==> src/rtl/nkmm_boot_ctrl.sv <==
// nkmm_boot_ctrl: host-driven program loader and run/step/halt controller for nkmm_cpu
module nkmm_boot_ctrl #(
  parameter int INSN_WIDTH = 32,
  parameter int PMEM_AW    = 10
) (
  input  logic                  clk,
  input  logic                  rst,
  input  logic                  cmd_valid_i,
  output logic                  cmd_ready_o,
  input  logic [1:0]            cmd_op_i,
  input  logic [PMEM_AW:0]      cmd_len_i,
  input  logic                  wr_valid_i,
  output logic                  wr_ready_o,
  input  logic [INSN_WIDTH-1:0] wr_data_i,
  output logic                  pmem_we_o,
  output logic [PMEM_AW-1:0]    pmem_addr_o,
  output logic [INSN_WIDTH-1:0] pmem_data_o,
  output logic                  cpu_rst_o,
  output logic [1:0]            state_o,
  output logic                  done_o,
  output logic                  err_o,
  output logic [31:0]           run_cycles_o
);
  typedef enum logic [1:0] {S_HALT = 2'b00, S_LOAD = 2'b01, S_RUN = 2'b10, S_STEP = 2'b11} state_t;
  localparam logic [1:0] OP_LOAD = 2'b00, OP_RUN = 2'b01, OP_HALT = 2'b10, OP_STEP = 2'b11;
  localparam logic [PMEM_AW:0] ONE = 1;
  localparam logic [PMEM_AW:0] DEPTH = {1'b1, {PMEM_AW{1'b0}}};
  state_t state, state_d;
  logic [PMEM_AW:0] cnt, len, rem, load_len;
  logic cmd_acc, wr_acc, done_d, err_d;
  assign state_o     = state;
  assign cmd_ready_o = (state == S_HALT) || (state == S_RUN);
  assign wr_ready_o  = (state == S_LOAD);
  assign cpu_rst_o   = !((state == S_RUN) || (state == S_STEP));
  assign cmd_acc     = cmd_valid_i && cmd_ready_o;
  assign wr_acc      = wr_valid_i && wr_ready_o;
  assign load_len    = cmd_len_i[PMEM_AW] ? DEPTH : cmd_len_i;
  // state register
  always_ff @(posedge clk or negedge rst)
    if (!rst) state <= S_HALT;
    else state <= state_d;
  // next state and completion/error pulses
  always_comb begin
    state_d = state;
    done_d  = 1'b0;
    err_d   = 1'b0;
    case (state)
      S_HALT:
        if (cmd_acc)
          case (cmd_op_i)
            OP_LOAD: if (load_len == '0) done_d = 1'b1; else state_d = S_LOAD;
            OP_RUN:  state_d = S_RUN;
            OP_STEP: if (cmd_len_i == '0) done_d = 1'b1; else state_d = S_STEP;
            default: state_d = S_HALT;
          endcase
      S_LOAD:
        if (wr_acc && (cnt + ONE == len)) begin
          state_d = S_HALT;
          done_d  = 1'b1;
        end
      S_RUN:
        if (cmd_acc) begin
          if (cmd_op_i == OP_HALT) state_d = S_HALT;
          else err_d = 1'b1;
        end
      S_STEP:
        if (rem == ONE) begin
          state_d = S_HALT;
          done_d  = 1'b1;
        end
    endcase
  end
  // datapath: word counter, pmem write port, step countdown, cycle counter
  always_ff @(posedge clk or negedge rst)
    if (!rst) begin
      cnt          <= '0;
      len          <= '0;
      rem          <= '0;
      pmem_we_o    <= 1'b0;
      pmem_addr_o  <= '0;
      pmem_data_o  <= '0;
      done_o       <= 1'b0;
      err_o        <= 1'b0;
      run_cycles_o <= '0;
    end else begin
      done_o    <= done_d;
      err_o     <= err_d;
      pmem_we_o <= wr_acc;
      if (wr_acc) begin
        pmem_addr_o <= cnt[PMEM_AW-1:0];
        pmem_data_o <= wr_data_i;
        cnt         <= cnt + ONE;
      end
      if (state == S_STEP) rem <= rem - ONE;
      if (!cpu_rst_o && run_cycles_o != '1) run_cycles_o <= run_cycles_o + 32'd1;
      if (state == S_HALT && cmd_acc) begin
        if (cmd_op_i == OP_LOAD) begin
          cnt <= '0;
          len <= load_len;
        end
        if (cmd_op_i == OP_RUN || cmd_op_i == OP_STEP) run_cycles_o <= '0;
        if (cmd_op_i == OP_STEP) rem <= cmd_len_i;
      end
    end
endmodule

==> config.mk <==
export PLATFORM = sky130hd
export DESIGN_NAME = nkmm_boot_ctrl
export DESIGN_NICKNAME = d
export VERILOG_FILES = /design/src/rtl/nkmm_boot_ctrl.sv
export SDC_FILE = /design/constraint.sdc
export NUM_CORES = 1
export LEC_CHECK = 0
export ABC_CLOCK_PERIOD_IN_PS = 3300
export BUFFER_PORTS_ARGS = -buffer_cell sky130_fd_sc_hd__buf_2
export CORE_MARGIN = 2
export CORE_UTILIZATION = 34
export CTS_CLUSTER_SIZE = 24
export DETAILED_ROUTE_END_ITERATION = 8
export PLACE_DENSITY_LB_ADDON = 0.1
export SYNTH_ARGS = -nofsm -noshare
export SYNTH_HDL_FRONTEND = slang
export SYNTH_SLANG_ARGS = --single-unit
==> constraint.sdc <==
create_clock -name clk -period 3.3 [get_ports clk]
set_input_delay 0.495 -clock clk [delete_from_list [all_inputs] [get_ports clk]]
set_output_delay 0.495 -clock clk [all_outputs]
set_load 0.1 [all_outputs]
After elaboration in Yosys (flattened, before gate mapping)

Cells that the tools add are included.

Register bits after elaboration: 112
Input port bits: 49
Logic and storage cells: 73

$add $sub $neg: 3
Eq/ne operators: 16
Muxes and demuxes: 29
Reductions and logical operators: 15

Operators with widths:

| operator              | count |
|---|---|
| $mux 32               | 3 |
| $mux 11               | 7 |
| $add 32x1->32 const B | 1 |
| $ne 32x32->1 const B  | 1 |
| $logic_not 11->1      | 2 |
| $mux 2                | 7 |
| $add 11x1->11 const B | 1 |
| $eq 11x1->1 const B   | 1 |
| $eq 11x11->1          | 1 |
| $sub 11x1->11 const B | 1 |
| $eq 2x2->1 const B    | 4 |
| $mux 1                | 8 |
| $pmux 2 s4            | 1 |
| $reduce_and 7->1      | 1 |
| $ne 2x2->1 const B    | 3 |
| $ne 3x3->1 const B    | 2 |
| $pmux 2 s3            | 1 |
| $logic_and 1x1->1     | 5 |
| $eq 2x1->1 const B    | 2 |
| $logic_not 2->1       | 2 |
| $ne 2x1->1 const B    | 2 |
| $logic_or 1x1->1      | 3 |
| $pmux 1 s3            | 1 |
| $pmux 1 s2            | 1 |
| other kinds (2)       | 2 |

Logic depth before layout (Yosys ltp)

Gate-level depths: netlist of the first run.

Word-level depth: 6
Mapped depth: 8
Depth with buffers taken out: 8

Worst setup path before layout of the first run

Ideal clock, no wire load.

Kind: register to register
From: register state[0] (netlist: state_o[0])
To: register state[0] (netlist: state_o[0])
Setup time: 0.124 ns
Arrival time: 4.047 ns
Required time: 3.176 ns
Path slack: -0.871 ns
Stages on the path, launching flop included: 7
Period minus slack after synthesis: 4.171 ns
Cells stage by stage: dfrtp_1 nor2b_1 nand2_1 nor4_1 o2111ai_1 or4_1 a211o_1

Word-level cells in the longest chain between the ends: 5
Elaborated cells on any way between the ends: 17
Those cells by class: eq/ne: 10; mux: 1; reduce/logical: 6

Ends and longest elaborated chain:

| what                       | line | source |
|---|---|---|
| from (decl)                | 28   | `state_t state, state_d;` |
| from (signal assigned)     | 41   | `else state <= state_d;` |
| $eq 2x1->1 *               | 33   | `assign wr_ready_o = (state == S_LOAD);` |
| named net wr_ready_o       | 13   | `output logic wr_ready_o,` |
| $logic_and 1x1->1          | 36   | `assign wr_acc = wr_valid_i && wr_ready_o;` |
| $logic_and 1x1->1          | 57   | `if (wr_acc && (cnt + ONE == len)) begin` |
| $ne 2x1->1 (no line)       | n/a  |  |
| $reduce_and 7->1 (no line) | n/a  |  |

Mark *: on every way through the listed nets, which the timed path passes. The rest lies on a longest branch.
A chain may end at the register's enable or synchronous reset.

Final worst setup path of the first run

From: register cnt[0]
To: register state[0] (netlist: state_o[0])

Word-level cells in the longest chain between the ends: 5

Ends and longest elaborated chain:

| what                       | line | source |
|---|---|---|
| from (decl)                | 29   | `logic [PMEM_AW:0] cnt, len, rem, load_len;` |
| from (signal assigned)     | 92   | `cnt <= cnt + ONE;` |
| $add 11x1->11              | 57   |  |
| $eq 11x11->1               | 57   |  |
| $logic_and 1x1->1          | 57   |  |
| $ne 2x1->1 (no line)       | n/a  |  |
| $reduce_and 7->1 (no line) | n/a  |  |

No other way between the ends.

==> summary.txt, run 1 <==
Post-Route WL = 13.51 mm
Synth warnings = 0
busiest grt layer = met2
number of global-route vias before repair = 4407
wire per inst = 14.17 um
CTS Sinks = 112
area grow syn2layout = 22.56%
HPWL after detailed placement = 9.659 mm
Net count, final = 789
FP Rows = 46
Syn Area/Cell = 8.978 sq um
Slew HR = 0.4839
Crit-path slowest cell = or4_1
Final Core Density = 0.4234
met2 GRT Util = 0.2475
Tot GR Track Use = 0.1586
CP required = 3.54 ns
Num CTS Buffers = 9
Hold Crit Class = input pin to asynchronous set/reset pin
share of layout cells above drive strength 1 = 0.2239
startpoint type of the worst setup path = flip-flop
Reg clk slew, reported paths = 0.07 ns
global route overflow = 0
clock skew = 0.007858 ns
global placer's final weighted congestion = 0.7937
H-tree levels = 3
Die X = 130.8 um
Crit. End Element = flip-flop
I/O pins = 131
Routed Antenna Nets = 0
Yosys reg bits = 112
CP Class = flip-flop to flip-flop
Critical Path Max Stage Delay = 0.58 ns
Final min period = 2.679 ns
Final Setup Violations = 0
Starting DRT DRC Count = 191
first-pass GRT wire length = 21.52 mm
Max clock buf depth = 2
Core Box Area = 15830 sq um
CTS tree = yes
Port Buffers = 130
via count = 4556
ANT cells = 0
setup bufs post-CTS = 0
RSZ-0062 raised after global routing = no
Resize count post-CTS = 0
clk_lat worst skew = 0.35 ns
Worst-Margin Slew = 0.7731 ns
Unique masters post-synth = 47
CP arrival = 2.91 ns
Max Cap Viol = 0
post-synthesis cell count = 609
Final Slew Violations = 0
CP cell instances = ha_1, and4_1, and3_1, a2111oi_0, nor3_1, or4_1, a211o_1
final number of hold-violating endpoints = 0
Post-Syn Area = 5468 sq um
fmax = 0.3733 GHz
Remaining DRCs = 0
Fill cells = 1575
Die H = 130.8 um
via-per-instance ratio = 4.781
Starting Density = 0.3455
CTS Hold Bufs = 0
largest net degree at the start of global routing = 51
DIE AREA = 17110 sq um
synthesized net count = 666
Tcrit/Tclk final = 0.8118
met3 Use GR = 0.03054
sequential-to-total area share from yosys stat = 0.5126
met1 global-route usage = 0.2202
TNS Setup = 0 ns
initial antenna violation count = 0
status = completed
TritonRoute pass-1 iters = 4
CTS root buf = clkbuf_16
worst-path fanout max = 7
==> worst max-delay path, delay by kind of cell (launching register included) <==
| kind | cells | cell delay, ns |
|---|---|---|
| AOI/OAI and AO/OA | 2 | 0.66 |
| adders and majority gates | 1 | 0.31 |
| and+or+nand+nor | 4 | 1.14 |
| DFF | 1 | 0.45 |
==> cells in the mapped netlist (all sizes together) <==
library cell / instances / share of area
a2111oi: 2 / 0.0043
nand3: 20 / 0.019
clkbuf: 18 / 0.012
and4: 5 / 0.0089
nor4b: 5 / 0.0080
and3: 5 / 0.0057
o2111ai: 2 / 0.0032
nor3b: 1 / 0.0014
dfrtp: 112 / 0.51
or4: 4 / 0.0055
nand2b: 4 / 0.0046
mux2: 1 / 0.0021
a21oi: 9 / 0.0082
or3: 5 / 0.0057
inv: 11 / 0.0076
nor2: 50 / 0.034
a22oi: 1 / 0.0014
a211o: 1 / 0.0016
o31ai: 5 / 0.0069
nand3b: 11 / 0.015
nand4: 13 / 0.018
o211ai: 4 / 0.0055
a32oi: 1 / 0.0016
nor3: 19 / 0.017
a211oi: 2 / 0.0027
or2: 2 / 0.0023
ha: 8 / 0.018
nor2b: 3 / 0.0034
nand2: 185 / 0.13
xnor2: 33 / 0.053
mux2i: 2 / 0.0037
o221ai: 1 / 0.0016
o21ai: 22 / 0.020
buf: 8 / 0.0071
nor4: 7 / 0.0080
and2: 3 / 0.0034
xor2: 23 / 0.037
or4b: 1 / 0.0018
==> path summary, 6_finish.rpt <==
check,startpoint,endpoint,slack (ns),cells after the start
max in group asynchronous,rst,pmem_data_o[28],2.35,2
min,rst,pmem_addr_o[9],0.14,1
max reg2reg,cnt[0],state_o[0],0.62,7
min reg2reg,pmem_addr_o[3],pmem_addr_o[3],0.47,2
max,cnt[0],state_o[0],0.62,7
min in group clk,wr_data_i[3],pmem_data_o[3],0.33,3
==> area by class of cell <==
type / count / area (sq um) / share of cell area
clock buffers: 9 / 225.2 / 0.03361
multi-input cells: 460 / 2530 / 0.3775
clock inverters: 7 / 118.9 / 0.01774
inverters: 11 / 41.29 / 0.006161
flip-flops and latches: 112 / 2803 / 0.4182
well taps: 216 / 270.3 / 0.04033
repair buffers: 138 / 713.2 / 0.1064
==> state kept, by name, indices dropped and copies added, names as in the netlist <==
name / flops
len: 11
done_o: 1
state_o: 2
pmem_addr_o: 10
pmem_data_o: 32
cnt: 11
rem: 11
run_cycles_o: 32
pmem_we_o: 1
err_o: 1
==> cells in the final DEF, fill, tap and decap left out, types with 5 or more instances in the layout <==
cell type  instances
and3_1             5
or3_1              5
ha_1               8
buf_2            129
nor4b_1            5
o21ai_0           21
clkbuf_16          9
a21oi_1            9
nor2_1            50
nor4_1             7
dfrtp_1          112
xor2_1            23
nand3_1           19
nor3_1            18
inv_1             10
nand3b_1          11
xnor2_1           33
o31ai_1            5
buf_4              9
nand2_1          185
nand4_1           12
==> logic make-up after synthesis <==
| group | Yosys count | share of synthesized area |
|---|---|---|
| compound gates | 50 | 0.05721 |
| buf+inv | 37 | 0.02700 |
| simple gates | 343 | 0.2895 |
| fa+ha+maj | 8 | 0.01831 |
| mux | 3 | 0.005721 |
| xor+xnor | 56 | 0.08970 |
| flops | 112 | 0.5126 |
==> through the flow <==
stage	cells	setup slack (ns)	instance area [sq um]	hold slack, ns
3_3_place_gp	937	0.6856	6357	0.4543
5_1_grt	953	0.5138	6701	0.1864
4_1_cts	953	0.6164	6701	0.1548
3_5_place_dp	937	0.6393	6357	0.4585
2_1_floorplan	609	0.1017	5475	0.1994
6_report	953	0.6211	6701	0.1369
==> metal layers <==
metal / up-vias / wire (um)
met3: 13 / 759
met4: 0 / 170
met5: - / 0
met1: 2140 / 6635
li1: 2282 / -
met2: 121 / 5939
Power of run 1 is left out: the tool's default activity adds up to more than one toggle a clock period on the data nets, which glitch-free logic cannot reach.
==> run 2: changes to the inputs <==
--- a/config.mk
+++ b/config.mk
@@ -5,7 +5,7 @@
 export SDC_FILE = /design/constraint.sdc
 export NUM_CORES = 1
 export LEC_CHECK = 0
-export ABC_CLOCK_PERIOD_IN_PS = 3300
+export ABC_CLOCK_PERIOD_IN_PS = 2550
 export BUFFER_PORTS_ARGS = -buffer_cell sky130_fd_sc_hd__buf_2
 export CORE_MARGIN = 2
 export CORE_UTILIZATION = 34
==> constraint.sdc (replaced) <==
create_clock -name clk -period 2.55 [get_ports clk]
set_input_delay 0.3825 -clock clk [delete_from_list [all_inputs] [get_ports clk]]
set_output_delay 0.3825 -clock clk [all_outputs]
set_load 0.1 [all_outputs]
==> summary.txt, run 2 (same netlist as run 1, synthesis figures left out) <==
area of the multi-input gates = 2541 sq um
CTS tree = yes
placed cell count = 944
Hold Crit Class = input pin to asynchronous set/reset pin
FF-to-FF End = state_o[0]
area grow syn2layout = 23.84%
Remaining DRCs = 0
via count = 4596
I/O pins = 131
TritonRoute pass-1 iters = 4
Worst Setup SP = cnt[0]
RSZ-0062 raised after global routing = no
Final Slew Violations = 0
Core Box Area = 15830 sq um
CP arrival = 2.66 ns
Tot GR Track Use = 0.1605
leading cell types in the layout, fill and taps excluded = nand2_1 (184), buf_2 (129), dfrtp_1 (79)
fmax = 0.4127 GHz
Port Buffers = 130
first-pass GRT wire length = 21.57 mm
final number of hold-violating endpoints = 0
Post-Route WL = 13.41 mm
Post-Layout Cell Count = 960
R2R setup slack = 0.13 ns
wire per inst = 13.96 um
Final Setup Violations = 0
Net count, final = 796
register area = 2846 sq um
Final min period = 2.423 ns
number of global-route vias before repair = 4392
CP required = 2.79 ns
H-tree levels = 3
Final WS setup = 0.1268 ns
Tcrit/Tclk final = 0.9503
Starting DRT DRC Count = 193
largest net degree at the start of global routing = 51
startpoint type of the worst setup path = flip-flop
Max Cap Viol = 0
via-per-instance ratio = 4.788
ANT cells = 0
commonest non-fill, non-tap cell in the layout = nand2_1
clock skew = 0.01242 ns
CTS Hold Bufs = 0
Crit. End Element = flip-flop
CTS root buf = clkbuf_16
TNS Setup = 0 ns
worst-path fanout max = 6
status = completed
FP Rows = 46
Slew HR = 0.6269
R2R cell count = 7
global route overflow = 0
CTS Sinks = 112
DIE AREA = 17110 sq um
leading registers by flop count = pmem_data_o: 32 flops, run_cycles_o: 32 flops
DP Worst Slack = 0.009133 ns
Die X = 130.8 um
Routed Antenna Nets = 0
Die H = 130.8 um
clk_lat worst skew = 0.36 ns
initial antenna violation count = 0
Starting Density = 0.3455
share of layout cells above drive strength 1 = 0.2796
Reg clk slew, reported paths = 0.08 ns
Num CTS Buffers = 9
Reg-to-Reg Start = cnt[0]
Worst-Margin Slew = 0.5553 ns
HPWL after detailed placement = 9.579 mm
Max clock buf depth = 2
global placer's final weighted congestion = 0.8141
CP Class = flip-flop to flip-flop
Fill cells = 1598
-- run 2: cell count changes in the layout (fill, tap and decap cells not counted), sizes merged --
cell	previous run	this run
buf	138	145
inv	12	13
bufinv	3	0
clkinvlp	2	4
-- run 2: cell type report --
class / count / area share
clock buffers: 9 / 0.03326
clock inverters: 7 / 0.008315
inverters: 11 / 0.006098
multi-input cells: 460 / 0.3753
flip-flops and latches: 112 / 0.4204
well taps: 216 / 0.03991
repair buffers: 145 / 0.1168
-- run 2: worst max-delay path: stages (launching register included) --
cell and delay [ns]:
dfrtp_1 0.37, buf_4 0.14, nand3_2 0.14, or2_2 0.37, a2111oi_2 0.30, nor3_1 0.08
or4_1 0.59, a211o_1 0.31
-- run 2: timing repair --
item / CTS / global route
pin swaps: 0 / 0
endpoints found under the setup margin: 1 / 2
buffers inserted: 0 / 0
resized for setup: 1 / 3
-- run 2: how the worst max path moves through the flow --
stage | to | slack [ns]
after floorplan | run_cycles_o[10] | -0.04
after global placement | state_o[0] | -0.003
after detailed placement | state_o[0] | 0.009
after CTS | state_o[0] | 0.01
after global routing | state_o[0] | 0.01
final | state_o[0] | 0.13
-- run 2: metal layers --
layer,global-route usage,vias up,share of wire
li1,-,2296,-
met1,0.2241,2159,0.50
met2,0.2436,125,0.44
met3,0.02932,16,0.049
met4,0.07259,0,0.017
met5,0,-,0
-- run 2: stage by stage --
stage / utilization / cell area [sq um] / hold WS [ns]
detailed placement: 0.4094 / 6480 / 0.4153
floorplan: - / 5520 / 0.08691
finish: 0.4278 / 6771 / 0.02055
global route: 0.4278 / 6771 / 0.05649
CTS: 0.4273 / 6763 / 0.02832
global placement: 0.4094 / 6480 / 0.4135
Power of run 2 is left out for the same reason.
